[src/rtl/pe_cmd_seq.sv]
// -----------------------------------------------------------------------------
// pe_cmd_seq
//
// Command-issuing master for one floating-point MAC PE. It accepts a
// dot-product job (length K, optional preload value) and drives the PE command
// bus with:
//   RESET, SET_CONV_MODE(param_1=K), [LOAD_DATA], then K TRIGGER/TRIGGER_LAST
//   beats fed from the operand stream.
// It then waits for the PE busy flag to clear, or for a timeout, and returns
// the PE accumulator on a valid/ready result port.
//
// Optional build macro:
//   PE_CMD_SEQ_FORWARD_EN - after the last trigger beat, issue FLUSH_CNT
//                           FORWARD commands (data/weight = 0) to drain
//                           downstream PEs before waiting on busy.
//
// Ports:
//   clk_i, rst_i         clock, asynchronous active-low reset
//   job_valid/job_ready  job handshake (ready only in IDLE)
//   job_len              K, number of MAC terms
//   job_preload(_val)    issue LOAD_DATA with this value before streaming
//   op_valid/op_ready    operand pair handshake
//   op_data, op_weight   activation / weight
//   pe_cmd_valid, pe_cmd registered one-cycle command strobe and code
//   pe_param_1           param_1 to PE (K on SET_CONV_MODE)
//   pe_preload_data      preload value to PE (LOAD_DATA)
//   pe_data, pe_weight   operands to PE (TRIGGER / FORWARD)
//   pe_busy              PE busy flag
//   pe_mac_value         PE accumulator
//   res_valid/res_ready  result handshake
//   res_data, res_err    captured accumulator, timeout flag
// -----------------------------------------------------------------------------
module pe_cmd_seq #(
  parameter int ACLEN      = 8,
  parameter int DATA_WIDTH = 32,
  parameter int LEN_WIDTH  = 16,
  parameter int TIMEOUT    = 1024,
  parameter int FLUSH_CNT  = 4
) (
  input  logic                  clk_i,
  input  logic                  rst_i,
  input  logic                  job_valid,
  output logic                  job_ready,
  input  logic [LEN_WIDTH-1:0]  job_len,
  input  logic                  job_preload,
  input  logic [DATA_WIDTH-1:0] job_preload_val,
  input  logic                  op_valid,
  output logic                  op_ready,
  input  logic [DATA_WIDTH-1:0] op_data,
  input  logic [DATA_WIDTH-1:0] op_weight,
  output logic                  pe_cmd_valid,
  output logic [ACLEN:0]        pe_cmd,
  output logic [DATA_WIDTH-1:0] pe_param_1,
  output logic [DATA_WIDTH-1:0] pe_preload_data,
  output logic [DATA_WIDTH-1:0] pe_data,
  output logic [DATA_WIDTH-1:0] pe_weight,
  input  logic                  pe_busy,
  input  logic [DATA_WIDTH-1:0] pe_mac_value,
  output logic                  res_valid,
  input  logic                  res_ready,
  output logic [DATA_WIDTH-1:0] res_data,
  output logic                  res_err
);

  localparam int CW    = ACLEN + 1;
  localparam int TMO_W = (TIMEOUT > 2) ? $clog2(TIMEOUT) : 1;

  localparam logic [2:0] S_IDLE = 3'd0;
  localparam logic [2:0] S_CLR  = 3'd1;
  localparam logic [2:0] S_CFG  = 3'd2;
  localparam logic [2:0] S_PRE  = 3'd3;
  localparam logic [2:0] S_STRM = 3'd4;
  localparam logic [2:0] S_WAIT = 3'd5;
  localparam logic [2:0] S_RES  = 3'd6;

  localparam logic [CW-1:0] CMD_RESET    = CW'(0);
  localparam logic [CW-1:0] CMD_TRIGGER  = CW'(1);
  localparam logic [CW-1:0] CMD_TRIG_LST = CW'(2);
  localparam logic [CW-1:0] CMD_LOAD     = CW'(5);
  localparam logic [CW-1:0] CMD_CONV     = CW'(6);

`ifdef PE_CMD_SEQ_FORWARD_EN
  localparam logic [2:0]    S_FLSH      = 3'd7;
  localparam logic [CW-1:0] CMD_FORWARD = CW'(8);
  localparam int            FL_W        = (FLUSH_CNT > 1) ? $clog2(FLUSH_CNT) : 1;
  logic [FL_W-1:0]          flush_cnt;
`else
  // FLUSH_CNT only matters when FORWARD draining is compiled in.
  if (FLUSH_CNT < 0) begin : g_flush_cnt_unused
  end
`endif

  logic [2:0]            state;
  logic [LEN_WIDTH-1:0]  len_q;
  logic                  pre_q;
  logic [DATA_WIDTH-1:0] pre_val_q;
  logic [LEN_WIDTH-1:0]  beat_cnt;
  logic [TMO_W-1:0]      tmo_cnt;
  logic                  seen_busy;
  logic                  op_fire;
  logic                  last_beat;

  logic                  cmd_vld_p1;
  logic [CW-1:0]         cmd_p1;
  logic [DATA_WIDTH-1:0] param_p1;
  logic [DATA_WIDTH-1:0] preload_p1;
  logic [DATA_WIDTH-1:0] data_p1;
  logic [DATA_WIDTH-1:0] weight_p1;
  logic [DATA_WIDTH-1:0] res_data_q;
  logic                  res_err_q;

  assign job_ready = (state == S_IDLE);
  // beat_cnt never exceeds len_q-1 while in STRM, so K=2^LEN_WIDTH-1 cannot wrap.
  assign op_ready  = (state == S_STRM) && (beat_cnt < len_q);
  assign op_fire   = op_valid && op_ready;
  assign last_beat = (beat_cnt == len_q - LEN_WIDTH'(1));

  // Job fields are plain data captured at acceptance; they are only read after.
  always_ff @(posedge clk_i) begin
    if (state == S_IDLE && job_valid) begin
      len_q     <= job_len;
      pre_q     <= job_preload;
      pre_val_q <= job_preload_val;
    end
  end

  // ---- stage p1: state machine and registered PE command bus ----
  always_ff @(posedge clk_i or negedge rst_i) begin
    if (!rst_i) begin
      state      <= S_IDLE;
      beat_cnt   <= '0;
      tmo_cnt    <= '0;
      seen_busy  <= 1'b0;
      cmd_vld_p1 <= 1'b0;
      cmd_p1     <= '0;
      param_p1   <= '0;
      preload_p1 <= '0;
      data_p1    <= '0;
      weight_p1  <= '0;
      res_data_q <= '0;
      res_err_q  <= 1'b0;
`ifdef PE_CMD_SEQ_FORWARD_EN
      flush_cnt  <= '0;
`endif
    end else begin
      cmd_vld_p1 <= 1'b0;
      case (state)
        S_IDLE: begin
          if (job_valid) begin
            beat_cnt  <= '0;
            tmo_cnt   <= '0;
            seen_busy <= 1'b0;
            state     <= S_CLR;
          end
        end
        S_CLR: begin
          cmd_vld_p1 <= 1'b1;
          cmd_p1     <= CMD_RESET;
          state      <= S_CFG;
        end
        S_CFG: begin
          cmd_vld_p1 <= 1'b1;
          cmd_p1     <= CMD_CONV;
          param_p1   <= DATA_WIDTH'(len_q);
          if (len_q == '0) begin
            // Empty job: nothing to accumulate, report a clean zero.
            res_data_q <= '0;
            res_err_q  <= 1'b0;
            state      <= S_RES;
          end else if (pre_q) begin
            state <= S_PRE;
          end else begin
            state <= S_STRM;
          end
        end
        S_PRE: begin
          cmd_vld_p1 <= 1'b1;
          cmd_p1     <= CMD_LOAD;
          preload_p1 <= pre_val_q;
          state      <= S_STRM;
        end
        S_STRM: begin
          // Busy rises one cycle after the first trigger, often still in STRM.
          if (pe_busy) seen_busy <= 1'b1;
          if (op_fire) begin
            cmd_vld_p1 <= 1'b1;
            data_p1    <= op_data;
            weight_p1  <= op_weight;
            beat_cnt   <= beat_cnt + LEN_WIDTH'(1);
            // A lone TRIGGER_LAST would never raise busy, so K=1 uses TRIGGER.
            cmd_p1     <= (last_beat && len_q != LEN_WIDTH'(1)) ? CMD_TRIG_LST
                                                                 : CMD_TRIGGER;
            if (last_beat) begin
              tmo_cnt <= '0;
`ifdef PE_CMD_SEQ_FORWARD_EN
              flush_cnt <= '0;
              state     <= S_FLSH;
`else
              state     <= S_WAIT;
`endif
            end
          end
        end
`ifdef PE_CMD_SEQ_FORWARD_EN
        S_FLSH: begin
          if (pe_busy) seen_busy <= 1'b1;
          cmd_vld_p1 <= 1'b1;
          cmd_p1     <= CMD_FORWARD;
          data_p1    <= '0;
          weight_p1  <= '0;
          flush_cnt  <= flush_cnt + FL_W'(1);
          if (flush_cnt == FL_W'(FLUSH_CNT - 1)) begin
            tmo_cnt <= '0;
            state   <= S_WAIT;
          end
        end
`endif
        S_WAIT: begin
          if (pe_busy) seen_busy <= 1'b1;
          tmo_cnt <= tmo_cnt + TMO_W'(1);
          if (seen_busy && !pe_busy) begin
            res_data_q <= pe_mac_value;
            res_err_q  <= 1'b0;
            state      <= S_RES;
          end else if (tmo_cnt == TMO_W'(TIMEOUT - 1)) begin
            res_data_q <= pe_mac_value;
            res_err_q  <= 1'b1;
            state      <= S_RES;
          end
        end
        S_RES: begin
          if (res_ready) state <= S_IDLE;
        end
        default: state <= S_IDLE;
      endcase
    end
  end

  assign pe_cmd_valid    = cmd_vld_p1;
  assign pe_cmd          = cmd_p1;
  assign pe_param_1      = param_p1;
  assign pe_preload_data = preload_p1;
  assign pe_data         = data_p1;
  assign pe_weight       = weight_p1;
  assign res_valid       = (state == S_RES);
  assign res_data        = res_data_q;
  assign res_err         = res_err_q;

endmodule

[config.mk]
export PLATFORM = sky130hd
export DESIGN_NAME = pe_cmd_seq
export DESIGN_NICKNAME = d
export VERILOG_FILES = /design/src/rtl/pe_cmd_seq.sv
export SDC_FILE = /design/constraint.sdc
export NUM_CORES = 1
export LEC_CHECK = 0
export ABC_CLOCK_PERIOD_IN_PS = 3190
export CORE_AREA = 2 2 170 172
export DETAILED_ROUTE_END_ITERATION = 7
export DIE_AREA = 0 0 172 174
export PLACE_DENSITY = 0.66
export SLEW_MARGIN = 25
export SYNTH_ARGS = -nofsm -noshare
export SYNTH_HDL_FRONTEND = slang
export SYNTH_SLANG_ARGS = --single-unit
[constraint.sdc]
create_clock -name clk_i -period 3.19 [get_ports clk_i]
set_input_delay 0.638 -clock clk_i [delete_from_list [all_inputs] [get_ports clk_i]]
set_output_delay 0.638 -clock clk_i [all_outputs]
set_load 0.1 [all_outputs]
After elaboration in Yosys (flattened, before gate mapping):

Index checks and enable logic that the tools add are counted.

* register bits after elaboration: 234
* word-level logic and storage cells: 89

* $add $sub $neg: 3
* magnitude comparators: 1
* equality and inequality tests: 16
* muxes and demuxes: 32
* reductions and logical operators: 22

Operators by type and width (count)
* 32-bit two-way mux: 3
* 32-bit one-hot mux with 2 select lines: 1
* 9-bit one-hot mux with 4 select lines: 1
* 16-bit two-way mux: 2
* 16-bit one-hot mux with 2 select lines: 1
* 10-bit two-way mux: 3
* 10-bit one-hot mux with 3 select lines: 1
* 3-bit two-way mux: 8
* 3-bit one-hot mux with 7 select lines: 1
* 16-bit by 1-bit adder with 16-bit output (second input constant): 1
* 16-bit == test: 1
* 16-bit logical NOT: 1
* 16-bit < comparator: 1
* 16-bit by 1-bit inequality test with 1-bit output (second input constant): 1
* 16-bit by 1-bit subtractor with 16-bit output (second input constant): 1
* 10-bit by 1-bit adder with 10-bit output (second input constant): 1
* 10-bit == test (second input constant): 1
* 3-bit == test (second input constant): 3
* 9-bit two-way mux: 1
* 3-bit AND reduction: 3
* 2-bit inequality test (second input constant): 4
* 3-bit by 2-bit == test with 1-bit output (second input constant): 2
* 1-bit two-way mux: 6
* 1-bit one-hot mux with 2 select lines: 3
* other kinds (15): 23

Longest topological paths before layout:

* depth in word-level cells: 6
* depth in mapped cells: 13
* mapped depth without buffers: 9

Worst setup path after synthesis:

OpenSTA, ideal clock, no wires.

* path kind: register to output
* start point: register len_q[12]
* end point: output op_ready
* arrival time: 2.956 ns
* slack: -0.404 ns
* cell stages (with the launch flop): 9
* buffers on the path: 1
* path through: edfxtp_1 -> inv_1 -> ha_1 -> and3_1 -> a221oi_2 -> o211ai_1 -> o21a_1 -> buf_2 -> nor2b_1

* longest elaborated chain between the ends: 2

Ends and longest elaborated chain
* start, declared: RTL line 94 `logic [LEN_WIDTH-1:0] len_q;`
* start signal, assigned: RTL line 121 `len_q <= job_len;`
* 16-bit < comparator: RTL line 114 `assign op_ready = (state == S_STRM) && (beat_cnt < len_q);`
* 1-bit logical AND: RTL line 114
* end, declared: RTL line 48 `output logic op_ready,`

No other way between the ends.

Worst setup path in the final report:

* start point: register len_q[10]
* end point: output op_ready

The elaborated chain is that of the path after synthesis.

==> flow_summary.ini <==
[outcome]
status = complete, no violations

[clocking]
cts_tree = built
clock_tree.root_cell = clkbuf_16
clkSlewWorstSetupHoldPaths_ps = 60
worst_skew_pair.late_latency_ps = 540
cts.htree.levels = 1
cts-buffers-inserted = 27
maximum_count_of_clock_buffers_along_a_single_path = 3
cts.sinks = 228
cts_hold_buf = 0

[place]
post_dp_cell_area_um2 = 12900
finalWeightedCongestion = 0.852
pre_cts_slack_ps = 259
hpwlAfterDp_um = 18200
portBuffers = 302

[layout]
layout_nets = 1356
multiInputGateArea_um2 = 3510
finish.instance_area_um2 = 13900
num-fill-cells = 2613
final_layout_size_suffix_gt1_share_pct = 26.1
area_growth_syn_to_layout_pct = 42.6
regArea_um2 = 5950

[timing]
timing.final.setup_violations = 0
worst_slack_ps = 60.3
final_hold_viol_count = 0
final.min_clock_period_ps = 3130
finalCritPeriodShare_pct = 98.1
totalNegativeSetupSlack_ps = 0
final-max-slew-violation-count = 0
timing.slew.headroom_pct = 56.5
fmax_mhz = 320
rsz_0062_raised_after_global_routing = no
timing.clock.skew_ps = 16.8
timing_worst_slew_pin_value_ps = 653

[critical_path]
crit-reg2reg-launch = len_q[10]$_DFFE_PP_
cp.required_ps = 2550
endpoint_of_the_worst_setup_timing_path = op_ready
critical_path_arrival_ps = 2490
critPathCaptureType = output pin
r2r_cell_count = 10
capture_point_of_the_worst_reg_to_reg_path = pe_cmd[1]$_DFFE_PN0P_
path_class = flip-flop to output pin
timing.critical_path.fanout_max = 5
r2r_slack_ps = 200
worst_path_max_delay_cell = edfxtp_1
path_cells = inv_1, ha_1, and3_4, a221oi_4, o211ai_1, o21a_2, nor2b_4, buf_12
setup.worst_path.start_class = flip-flop
crit_path_start = len_q[10]$_DFFE_PP_
crit_path_max_incr_delay_ps = 400

[routing]
vias = 7494
final_routed_wire_length_divided_by_cell_count_um = 16.5
antenna_left = 0
detail_route.iter0.violations = 341
route.detailed.drc = 0
wirelength_um = 26300
drt-vias-per-instance = 4.71
total_iterations_of_the_first_detailed_routing_run = 4

[global_routing]
grt_usage_pct = 17.3
number_of_antenna_violations_at_the_first_check_in_global_routing = 2
vias_in_the_first_global_route = 7566
grt_max_degree = 73
grt_pass1_wl_um = 41100
grt.overflow.total = 0

[die]
initial_core_util_pct = 34.6
die_area_um2 = 29900
ios = 325
dieHeight_um = 174
num_rows = 62
core-area_um2 = 28200
dieWidth_um = 172

[synth]
yosysWarnings = 0
yosysSeqAreaShare_pct = 61.0
synth-edff-count = 49
synth-main-ff-cell = dfrtp_1
synth_cell_types = 63
syn_area_um2 = 9760
synth-async-reset-ratio_pct = 78.5
post_synth.cell_area_avg_um2 = 11.4
synthesis.instances = 857
total_of_flip_flops_plus_latches_after_synthesis = 228

[worst_hold_path]
hp-class = input port to asynchronous set/reset pin

[flow_run]
max_cap_viol_count = 0
worst max-delay path, delay by kind of cell (launching register included):
kind | cells | cell delay (ps)
flip-flops | 1 | 400
adder cells (fa/ha/maj) | 1 | 250
AND/OR/NAND/NOR | 2 | 350
buffers and inverters | 2 | 300
AO/OA/AOI/OAI | 3 | 660
sequential cells by signal (all words and copies together), names as in the netlist, 3 cells and up:
| name | flops |
|---|---|
| state | 3 |
| pe_cmd | 3 |
| len_q | 16 |
| pe_weight | 32 |
| tmo_cnt | 10 |
| pe_data | 32 |
| res_data | 32 |
| pre_val_q | 32 |
| pe_param_1 | 16 |
| beat_cnt | 16 |
| pe_preload_data | 32 |
final cells by class:
cell class                 count  area share (%)
multi-input combinational    556            25.2
timing repair buffer         338            21.4
clock inverter                13           0.638
sequential                   228            42.8
clock buffer                  37            5.63
antenna                        1          0.0180
inverter                      33           0.890
tap                          384            3.45
cell usage in the layout, fill, tap and decap left out, types with 4 or more instances in the layout:
master           count
a21oi_1             16
a22o_1              32
and3_1               9
buf_12               5
buf_4              183
clkbuf_16           27
clkbuf_8             7
clkdlybuf4s50_1    149
clkinv_2             6
conb_1              22
dfrtp_1            177
edfxtp_1            49
ha_1                19
inv_1               30
inv_6                5
mux2_2              50
mux2i_1              4
nand2_1            209
nand3_1             21
nand4_1             13
nor2_1              18
nor2b_1              5
nor3_1              11
nor4_1               6
o211ai_1             6
o21ai_0             19
or3_1                5
xnor2_1             18
xor2_1              10
per-stage QoR:
| stage | hold slack, ps | utilization (%) | instances |
|---|---|---|---|
| global route | 66.9 | 49.3 | 1590 |
| floorplan | 342 | - | 878 |
| global placement | 457 | 45.7 | 1528 |
| finish | 42.6 | 49.3 | 1590 |
| CTS | 58.6 | 49.2 | 1586 |
| detailed placement | 464 | 45.7 | 1528 |
Yosys cell counts (3+ instances only):
library cell	count	area (µm²)
buf_4	23	173
mux2_2	50	563
o21ai_0	19	95.1
buf_1	10	37.5
xor2_1	10	87.6
nand2_1	209	785
nand3_1	21	105
nor4_1	6	37.5
a211oi_1	3	22.5
a21o_1	3	22.5
nor2b_1	6	37.5
dfrtp_1	179	4480
nor2_1	20	75.1
buf_2	3	15.0
or4_1	3	22.5
and3_1	10	62.6
inv_1	33	124
a21oi_1	16	80.1
nand4_1	13	81.3
clkbuf_1	25	93.8
ha_1	21	263
mux2i_1	4	40.0
edfxtp_1	49	1470
nor3_1	12	60.1
xnor2_1	18	158
or3_1	5	31.3
nand2b_1	3	18.8
o211ai_1	6	45.0
a22o_1	32	280
how the worst min path moves through the flow:
stage / startpoint / end / slack, ps / cells past startpoint
final: rst_i / pe_preload_data[18]$_DFFE_PN0P_ / 40 / 1
after global placement: pre_val_q[6]$_DFFE_PP_ / pe_preload_data[6]$_DFFE_PN0P_ / 460 / 1
after floorplan: rst_i / beat_cnt[0]$_DFFE_PN0P_ / 340 / 0
after global routing: rst_i / pe_preload_data[11]$_DFFE_PN0P_ / 70 / 1
after CTS: rst_i / pe_preload_data[12]$_DFFE_PN0P_ / 60 / 1
after detailed placement: pe_data[14]$_DFFE_PN0P_ / pe_data[14]$_DFFE_PN0P_ / 460 / 2
metal layers:
metal	up-vias	GRT usage, %	wire, µm
met5	-	0	13
met4	2	4.27	548
met3	43	5.51	2280
met2	254	28.6	12700
met1	3626	22.1	10700
li1	3569	-	-
kinds of logic (layout without fill, tap and decap cells):
logic type | Yosys count | count (layout) | share of synthesized area (%)
simple gates | 327 | 327 | 15.2
flops | 228 | 228 | 61.0
other cells | 1 | 23 | 0.0384
mux | 54 | 54 | 6.18
xor+xnor | 28 | 28 | 2.51
buf+inv | 94 | 421 | 4.54
compound gates | 104 | 104 | 7.88
fa+ha+maj | 21 | 21 | 2.69
what timing repair did:
| item | in CTS | in global routing |
|---|---|---|
| endpoints found under the setup margin | 1 | 1 |
| setup buffers | 9 | 3 |
| pin swaps | 4 | 1 |
| gates resized for setup | 10 | 0 |
| cloned | 0 | 0 |
Power is left out: the tool's default activity adds up to more than one toggle a clock period on the data nets, which glitch-free logic cannot reach.
